File: src/rtl/serial_receiver_32_w.sv
// serial_receiver_32_w
//   Oversampling receiver for 1 start / 8 data (LSB first) / 1 stop framing,
//   line idle high. Recovered bytes are packed four at a time into a 32-bit
//   word, first byte in [7:0]. A partial word is dropped after TIMEOUT_BITS
//   idle bit periods, after a framing error, or on reset.
//
// Parameters
//   OVS          clk cycles per serial bit (even, >= 4)
//   TIMEOUT_BITS idle bit periods before a partial word is discarded
//
// Ports
//   clk        clock
//   reset      synchronous, active-high reset
//   rx         serial line, asynchronous to clk, idle high
//   byte_out   last received byte
//   byte_valid one-cycle pulse, byte_out updated
//   word_out   last assembled word
//   word_valid one-cycle pulse, word_out updated (coincides with byte_valid)
//   frame_err  one-cycle pulse, stop bit sampled low
//   busy       high while a frame is in progress (state != IDLE)
module serial_receiver_32_w #(
  parameter int unsigned OVS          = 8,
  parameter int unsigned TIMEOUT_BITS = 16
) (
  input  logic        clk,
  input  logic        reset,
  input  logic        rx,
  output logic [7:0]  byte_out,
  output logic        byte_valid,
  output logic [31:0] word_out,
  output logic        word_valid,
  output logic        frame_err,
  output logic        busy
);

  localparam int unsigned SW     = $clog2(OVS);
  localparam int unsigned TMO_N  = TIMEOUT_BITS * OVS;
  localparam int unsigned TW     = $clog2(TMO_N);
  localparam logic [SW-1:0] SAMP_LAST = SW'(OVS - 1);
  localparam logic [SW-1:0] HALF_LAST = SW'(OVS / 2 - 1);
  localparam logic [TW-1:0] TMO_LAST  = TW'(TMO_N - 1);

  typedef enum logic [2:0] {IDLE, START, DATA, STOP, BREAK} state_t;

  state_t          state, state_next;
  logic            rs1, rs;
  logic [SW-1:0]   samp;
  logic [2:0]      bit_cnt;
  logic [1:0]      byte_index;
  logic [TW-1:0]   tmo;
  logic [7:0]      shift;
  logic [7:0]      lane0, lane1, lane2;
  logic            samp_hit;

  // Two-flop synchroniser; idle-high reset value keeps IDLE quiet after reset.
  always_ff @(posedge clk) begin
    if (reset) begin
      rs1 <= 1'b1;
      rs  <= 1'b1;
    end else begin
      rs1 <= rx;
      rs  <= rs1;
    end
  end

  always_ff @(posedge clk) begin
    if (reset) state <= IDLE;
    else       state <= state_next;
  end

  // samp_hit marks the cycle on which rs is sampled in START/DATA/STOP.
  always_comb begin
    state_next = state;
    samp_hit   = 1'b0;
    unique case (state)
      IDLE:  if (!rs) state_next = START;
      START: if (samp == HALF_LAST) begin
               samp_hit   = 1'b1;
               state_next = rs ? IDLE : DATA;
             end
      DATA:  if (samp == SAMP_LAST) begin
               samp_hit = 1'b1;
               if (bit_cnt == 3'd7) state_next = STOP;
             end
      STOP:  if (samp == SAMP_LAST) begin
               samp_hit   = 1'b1;
               state_next = rs ? IDLE : BREAK;
             end
      BREAK: if (rs) state_next = IDLE;
      default: state_next = IDLE;
    endcase
  end

  assign busy = (state != IDLE);

  always_ff @(posedge clk) begin
    if (reset) begin
      samp       <= '0;
      bit_cnt    <= '0;
      byte_index <= '0;
      tmo        <= '0;
      shift      <= '0;
      lane0      <= '0;
      lane1      <= '0;
      lane2      <= '0;
      byte_out   <= '0;
      word_out   <= '0;
      byte_valid <= 1'b0;
      word_valid <= 1'b0;
      frame_err  <= 1'b0;
    end else begin
      byte_valid <= 1'b0;
      word_valid <= 1'b0;
      frame_err  <= 1'b0;

      if (state == IDLE || state == BREAK || samp_hit) samp <= '0;
      else                                            samp <= samp + 1'b1;

      if (state == START && samp_hit) bit_cnt <= '0;

      if (state == DATA && samp_hit) begin
        shift   <= {rs, shift[7:1]};
        bit_cnt <= bit_cnt + 1'b1;
      end

      if (state == STOP && samp_hit) begin
        if (rs) begin
          byte_out   <= shift;
          byte_valid <= 1'b1;
          byte_index <= byte_index + 1'b1;
          unique case (byte_index)
            2'd0: lane0 <= shift;
            2'd1: lane1 <= shift;
            2'd2: lane2 <= shift;
            2'd3: begin
              word_out   <= {shift, lane2, lane1, lane0};
              word_valid <= 1'b1;
            end
            default: ;
          endcase
        end else begin
          // Lanes are simply overwritten later; resetting the index is enough
          // to discard the partial word.
          frame_err  <= 1'b1;
          byte_index <= '0;
        end
      end

      // Idle timeout only runs while a partial word is pending; leaving IDLE
      // restarts it.
      if (state == IDLE && state_next == IDLE && byte_index != 2'd0) begin
        if (tmo == TMO_LAST) begin
          tmo        <= '0;
          byte_index <= '0;
        end else begin
          tmo <= tmo + 1'b1;
        end
      end else begin
        tmo <= '0;
      end
    end
  end

endmodule

File: config.mk
export PLATFORM = sky130hd
export DESIGN_NAME = serial_receiver_32_w
export DESIGN_NICKNAME = d
export VERILOG_FILES = /design/src/rtl/serial_receiver_32_w.sv
export SDC_FILE = /design/constraint.sdc
export NUM_CORES = 1
export LEC_CHECK = 0
export BUFFER_PORTS_ARGS = -buffer_cell sky130_fd_sc_hd__buf_4
export CAP_MARGIN = 10
export CORE_MARGIN = 5
export CORE_UTILIZATION = 35
export DETAILED_ROUTE_END_ITERATION = 8
export SKIP_LAST_GASP = 1
export SLEW_MARGIN = 25
export SYNTH_ARGS = -nofsm -noshare
export SYNTH_HDL_FRONTEND = slang
export SYNTH_SLANG_ARGS = --single-unit
File: constraint.sdc
create_clock -name clk -period 4.85 [get_ports clk]
set_input_delay 0.97 -clock clk [delete_from_list [all_inputs] [get_ports clk]]
set_output_delay 0.97 -clock clk [all_outputs]
set_load 0.01 [all_outputs]
==> results.json, run 1 <==
{
  "ys_top_cells_by_count": "dfxtp_1 (95), mux2i_1 (67), nand2_1 (67)",
  "h-tree-depth": 3,
  "cp.arrival_ps": 1400,
  "switchingPower_uw": 325,
  "gp_congestion": 0.756,
  "synth_seq_cells": 95,
  "clock_path_buffers": 2,
  "slew_headroom_pct": 46.1,
  "ys_async_sr_fraction_pct": 0,
  "grt_setup_unrepaired": "no",
  "min_path_type": "flop to flop",
  "setup_tns_ps": 0,
  "crit_fanout": 14,
  "cts_setup_buffers": 0,
  "synthToLayoutAreaGrowth_pct": 14.8,
  "crit_chain": "or3_1, buf_4",
  "status": "finished clean",
  "critPathMaxStageDelay_ps": 450,
  "antenna_found_initial": 0,
  "grt_max_degree": 71,
  "p_int_uw": 988,
  "fmax_mhz": 421,
  "drv_cap": 0,
  "grt_pass1_vias": 2460,
  "finalSetupViolCount": 0,
  "ys_seq_area_share_pct": 51.0,
  "synth_cells": 368,
  "start_kind": "flop",
  "crit_type": "flop to primary output",
  "rows": 37,
  "synth_edf_count": 0,
  "cts_tree": "yes",
  "antenna_cells": 0,
  "yosysUniqueCellTypes": 39,
  "leakagePower_uw": 0.00170,
  "port_buffers": 46,
  "grt_overflow": 0,
  "gr-usage-all-layers_pct": 12.0,
  "slew_viol_final": 0,
  "swShare_pct": 24.7,
  "ctsHoldBuffers": 0,
  "fin_ws_ps": 2480,
  "fin_worst_skew_ps": 15.0,
  "wirelength_mm": 7.57,
  "die_h_um": 113,
  "initial_core_util_pct": 36.0,
  "root_buffer": "clkbuf_8",
  "ant_nets": 0,
  "wl_per_cell_um": 13.9,
  "drt_iter0_drc": 135,
  "comb_power_share_pct": 1.6,
  "crit_required_ps": 3880,
  "cts_buffers": 9,
  "p_seq_share_pct": 59.7,
  "routed-via-count": 2595,
  "syn_nets": 382,
  "cp_slowest_cell": "dfxtp_1",
  "drc_errors": 0,
  "cp-end-kind": "primary output",
  "synth_most_common_cell": "dfxtp_1",
  "dieArea_um2": 12800,
  "dp.final_hpwl_mm": 5.29,
  "final_core_utilization_pct": 41.3,
  "fin_nets": 417,
  "syn_avg_cell_area_um2": 10.1,
  "core_area_um2": 10400,
  "worst_slew_pin_slew_ps": 802,
  "p_clk_share_pct": 38.7,
  "cts_sinks": 95,
  "boundaryPins": 47,
  "firstDrtPassIters": 4,
  "yosysTopAreaCell": "dfxtp_1",
  "fin_total_pwr_uw": 1310,
  "clk_pin_slew_ps": 100,
  "avgViaCountPerCell": 4.77,
  "cts_resized": 0,
  "period_minus_slack_ps": 2370,
  "die_x_um": 113,
  "yosys-top-cells-area": "dfxtp_1 (51%), mux2i_1 (18%), nand2_1 (6.7%)",
  "layout-drive-gt1-share_pct": 17.4,
  "ir_worst_vdd_uv": 139,
  "clock_latency_ps": 370,
  "fill_cells": 1031,
  "grt_pass1_wl_mm": 12.4,
  "hold_viol_final": 0,
  "pre_cts_ws_ps": 2350,
  "power_density_nw_per_um2": 307,
  "yosysWarnings": 0,
  "hold_ws_ps": 417,
  "synthFlopType": "dfxtp_1",
  "yosysTopAreaCellShare_pct": 51.0,
  "synth_area_um2": 3730,
  "finalCritPeriodShare_pct": 49.0
}
## sequential cells by signal, indices dropped and copies added, names as in the netlist
name / flops
lane2: 8
byte_out: 8
lane0: 8
bit_cnt: 3
byte_index: 2
tmo: 7
word_out: 32
rs1: 1
byte_valid: 1
lane1: 8
state: 3
frame_err: 1
samp: 3
shift: 8
word_valid: 1
rs: 1
## kinds of logic (layout without fill, tap and decap cells)
logic type      after synthesis  count (layout)  share of synthesized area [%]
mux                          67              67                           18.0
simple gates                128             128                           16.4
fa+ha+maj                    11              11                           3.69
buf+inv                      30              70                           5.03
flops                        95              95                           51.0
xor+xnor                      3               3                          0.705
compound gates               34              34                           5.17
## metal layers
layer	routed length, um	part of all wire [%]	global-route usage (%)	up-vias
li1	-	-	-	1330
met1	3800	50	16.5	1213
met2	3380	45	18.5	46
met3	336	4.4	2.89	6
met4	59	0.78	4.09	0
met5	0	0	0	-
## power by group through the flow
| stage | Sequential [uW] | Combinational [uW] | Clock (uW) |
|---|---|---|---|
| 2_1_floorplan | 800 | 18.1 | 0 |
| 3_3_place_gp | 801 | 20.3 | 0 |
| 3_5_place_dp | 801 | 20.7 | 0 |
| 4_1_cts | 783 | 20.9 | 527 |
| 5_1_grt | 784 | 22.8 | 561 |
| 6_report | 783 | 20.9 | 508 |
## path summary, 6_finish.rpt
check / startpoint / to / slack [ps] / cells past startpoint
worst max register to register: samp[0] / word_out[27] / 2480 / 5
worst max-delay path: state[2] / busy / 2480 / 2
worst min-delay path: rs1 / rs / 420 / 1
worst min register to register: rs1 / rs / 420 / 1
## cells in the final DEF (no fill, tap or decap), types with 2 or more instances in the layout
master / n
or3_1: 3
inv_1: 6
mux2i_1: 67
buf_4: 47
nand4_1: 2
nor4_1: 2
xor2_1: 2
nor3b_1: 2
o21ai_0: 12
nor2_1: 15
and3_1: 2
nand3_2: 3
nor3_1: 5
nand3_1: 14
inv_6: 3
inv_8: 3
nand3b_1: 3
or2_2: 2
nand2_1: 67
ha_1: 11
dfxtp_1: 95
clkbuf_8: 9
a22oi_1: 3
a21oi_1: 14
a211oi_1: 3
## area by class of cell
type / count / area, um^2 / area share [%]
Multi-Input combinational cell: 243 / 1640 / 38.3
Clock buffer: 9 / 124 / 2.89
Tap cell: 136 / 170 / 3.97
Timing Repair Buffer: 47 / 353 / 8.24
Inverter: 7 / 26.3 / 0.613
Clock inverter: 7 / 67.6 / 1.58
Sequential cell: 95 / 1900 / 44.4
## stage by stage
stage          instance area [um^2]  instances
2_1_floorplan                  3730        368
4_1_cts                        4280        544
3_3_place_gp                   4090        528
5_1_grt                        4280        544
3_5_place_dp                   4090        528
6_report                       4280        544
## worst max-delay path: cells and delay by family, from the launching register on
| family | cells | cell delay [ps] |
|---|---|---|
| DFF | 1 | 450 |
| and+or+nand+nor | 1 | 440 |
| buffers and inverters | 1 | 160 |
Power figures use the tool's default switching activity.
==> run 2: changes to the inputs <==
ABC_AREA = 1   (was unset)
clock period = 2.47 ns   (was 4.85 ns; I/O delays follow)
==> results.json, run 2 <==
{
  "leakagePower_uw": 0.00181,
  "crit_type": "flop to flop",
  "crit_chain": "ha_1, ha_1, nand3_2, nor2_2, buf_4, nand2_1, o21ai_0",
  "clock_path_buffers": 2,
  "syn_avg_cell_area_um2": 8.07,
  "root_buffer": "clkbuf_8",
  "yosysWarnings": 0,
  "yosysUniqueCellTypes": 27,
  "final_cell_mix": "nor2_1 (99), dfxtp_1 (95), nand2_1 (52)",
  "ir_worst_vdd_uv": 315,
  "finalSetupViolCount": 0,
  "clk_pin_slew_ps": 90,
  "top_register": "word_out",
  "routed-via-count": 2857,
  "synth_seq_cells": 95,
  "finalCritPeriodShare_pct": 78.2,
  "synthFlopType": "dfxtp_1",
  "fin_nets": 492,
  "slew_headroom_pct": 48.6,
  "cts_sinks": 95,
  "cts_buffers": 9,
  "reg2reg_to": "word_out[31]",
  "crit_path_end": "word_out[31]",
  "rr_startpoint": "samp[0]",
  "gp_congestion": 0.788,
  "syn_nets": 454,
  "grt_pass1_vias": 2804,
  "ys_async_sr_fraction_pct": 0,
  "cp.arrival_ps": 2210,
  "firstDrtPassIters": 4,
  "cp_slowest_cell": "dfxtp_1",
  "grt_setup_unrepaired": "no",
  "wirelength_mm": 7.87,
  "synth_area_um2": 3550,
  "clock_latency_ps": 360,
  "crit_fanout": 20,
  "core_area_um2": 9820,
  "cp-startpoint": "samp[0]",
  "ys_seq_area_share_pct": 53.5,
  "dp.final_hpwl_mm": 5.44,
  "ant_nets": 0,
  "power_density_nw_per_um2": 626,
  "die_h_um": 111,
  "synthToLayoutAreaGrowth_pct": 17.4,
  "worst_slew_pin_slew_ps": 771,
  "critPathMaxStageDelay_ps": 340,
  "start_kind": "flop",
  "cp-end-kind": "flop",
  "dieArea_um2": 12300,
  "fin_worst_skew_ps": 15.1,
  "die_x_um": 111,
  "grt_pass1_wl_mm": 13.3,
  "pre_cts_ws_ps": 513,
  "cts_resized": 0,
  "yosys.area_share.simple_pct": 23.5,
  "avgViaCountPerCell": 4.64,
  "min_path_type": "input pin to flop",
  "crit_required_ps": 2750,
  "boundaryPins": 47,
  "hold_viol_final": 0,
  "antenna_found_initial": 0,
  "yosys-top-cells-area": "dfxtp_1 (54%), nor2_1 (10%), o21ai_0 (6.1%)",
  "synth_top_family_by_area": "simple AND/OR/NAND/NOR gates",
  "ys_top_cells_by_count": "nor2_1 (99), dfxtp_1 (95), nand2_1 (52)",
  "synth_cells": 440,
  "largest_reg_flops": 32,
  "layout-drive-gt1-share_pct": 15.5,
  "synthXorXnorAreaFrac_pct": 0.986,
  "status": "finished clean",
  "wl_per_cell_um": 12.8,
  "synth_edf_count": 0,
  "grt_overflow": 0,
  "layout_commonest_cell": "nor2_1",
  "setup_tns_ps": 0,
  "drv_cap": 0,
  "reg2reg_slack_ps": 540,
  "synth_most_common_cell": "nor2_1",
  "yosysTopAreaCell": "dfxtp_1",
  "initial_core_util_pct": 36.2,
  "period_minus_slack_ps": 1930,
  "port_buffers": 46,
  "yosysTopAreaCellShare_pct": 53.5,
  "synthAdderAreaFrac_pct": 3.87,
  "antenna_cells": 0,
  "slew_viol_final": 0,
  "yosys-mux-area-fraction_pct": 0,
  "grt_max_degree": 40,
  "fin_total_pwr_uw": 2610,
  "reg2reg_depth": 7,
  "drc_errors": 0,
  "cpMostUsedCell": "ha_1",
  "cts_tree": "yes",
  "synth_compound_area_share_pct": 12.0,
  "cts_setup_buffers": 0,
  "gr-usage-all-layers_pct": 13.1,
  "drt_iter0_drc": 194,
  "rows": 36,
  "h-tree-depth": 3,
  "fin_ws_ps": 538,
  "fmax_mhz": 518,
  "ctsHoldBuffers": 0
}
-- run 2: cell count changes after synthesis, sizes merged, moves of 3 or more --
cell / delta
nor2: +86
mux2i: -67
o21ai: +35
a21oi: +23
nand3: +22
inv: +17
nand2: -14
nor3: -4
a211oi: -3
a22oi: -3
and3: -3
or3: -3
-- run 2: stage by stage --
step / std cells / area [um^2] / util [%] / hold slack (ps)
after detailed placement: 600 / 3970 / 40.4 / 398
after floorplan: 440 / 3550 / - / 389
after global placement: 600 / 3970 / 40.4 / 392
final: 616 / 4170 / 42.5 / 316
after CTS: 616 / 4170 / 42.5 / 298
after global routing: 616 / 4170 / 42.5 / 287
-- run 2: worst min-delay path by stage --
stage | start | endpoint | slack [ps] | cells past startpoint
4_1_cts | rx | rs1 | 300 | 2
6_report | rx | rs1 | 320 | 2
2_1_floorplan | rs1 | rs | 390 | 1
5_1_grt | rx | rs1 | 290 | 2
3_5_place_dp | rs1 | rs | 400 | 1
3_3_place_gp | rs1 | rs | 390 | 1
-- run 2: cell type report --
class	count	area, um^2
multi-input cells	299	1430
fillers	1026	5650
inverters	23	91.3
repair buffers	50	375
clock buffers	9	124
flip-flops and latches	95	1900
well taps	133	166
clock inverters	7	77.6
-- run 2: kinds of logic after synthesis --
group / Yosys count
AND/OR/NAND/NOR: 199
flip-flops: 95
AO/OA/AOI/OAI: 85
buffers and inverters: 46
adder cells (fa/ha/maj): 11
XOR/XNOR: 4
-- run 2: report_power, final --
part / internal [uW] / switching (uW) / total, uW
logic: 12.1 / 29.8 / 41.9
clock network: 479 / 553 / 1030
registers: 1530 / 2.51 / 1540
-- run 2: worst max-delay path, delay by kind of cell, from the launching register on --
kind	cells	cell delay (ps)
and+or+nand+nor	3	610
adders and majority gates	2	470
DFF	1	340
buffers and inverters	1	250
AOI/OAI and AO/OA	1	180
-- run 2: layer usage --
layer / up-vias / part of all wire, % / GRT usage [%]
met5: - / 0 / 0
met4: 0 / 0.94 / 2.96
met3: 7 / 6.0 / 4.31
met2: 69 / 46 / 21.3
met1: 1274 / 47 / 17.0
li1: 1507 / - / -
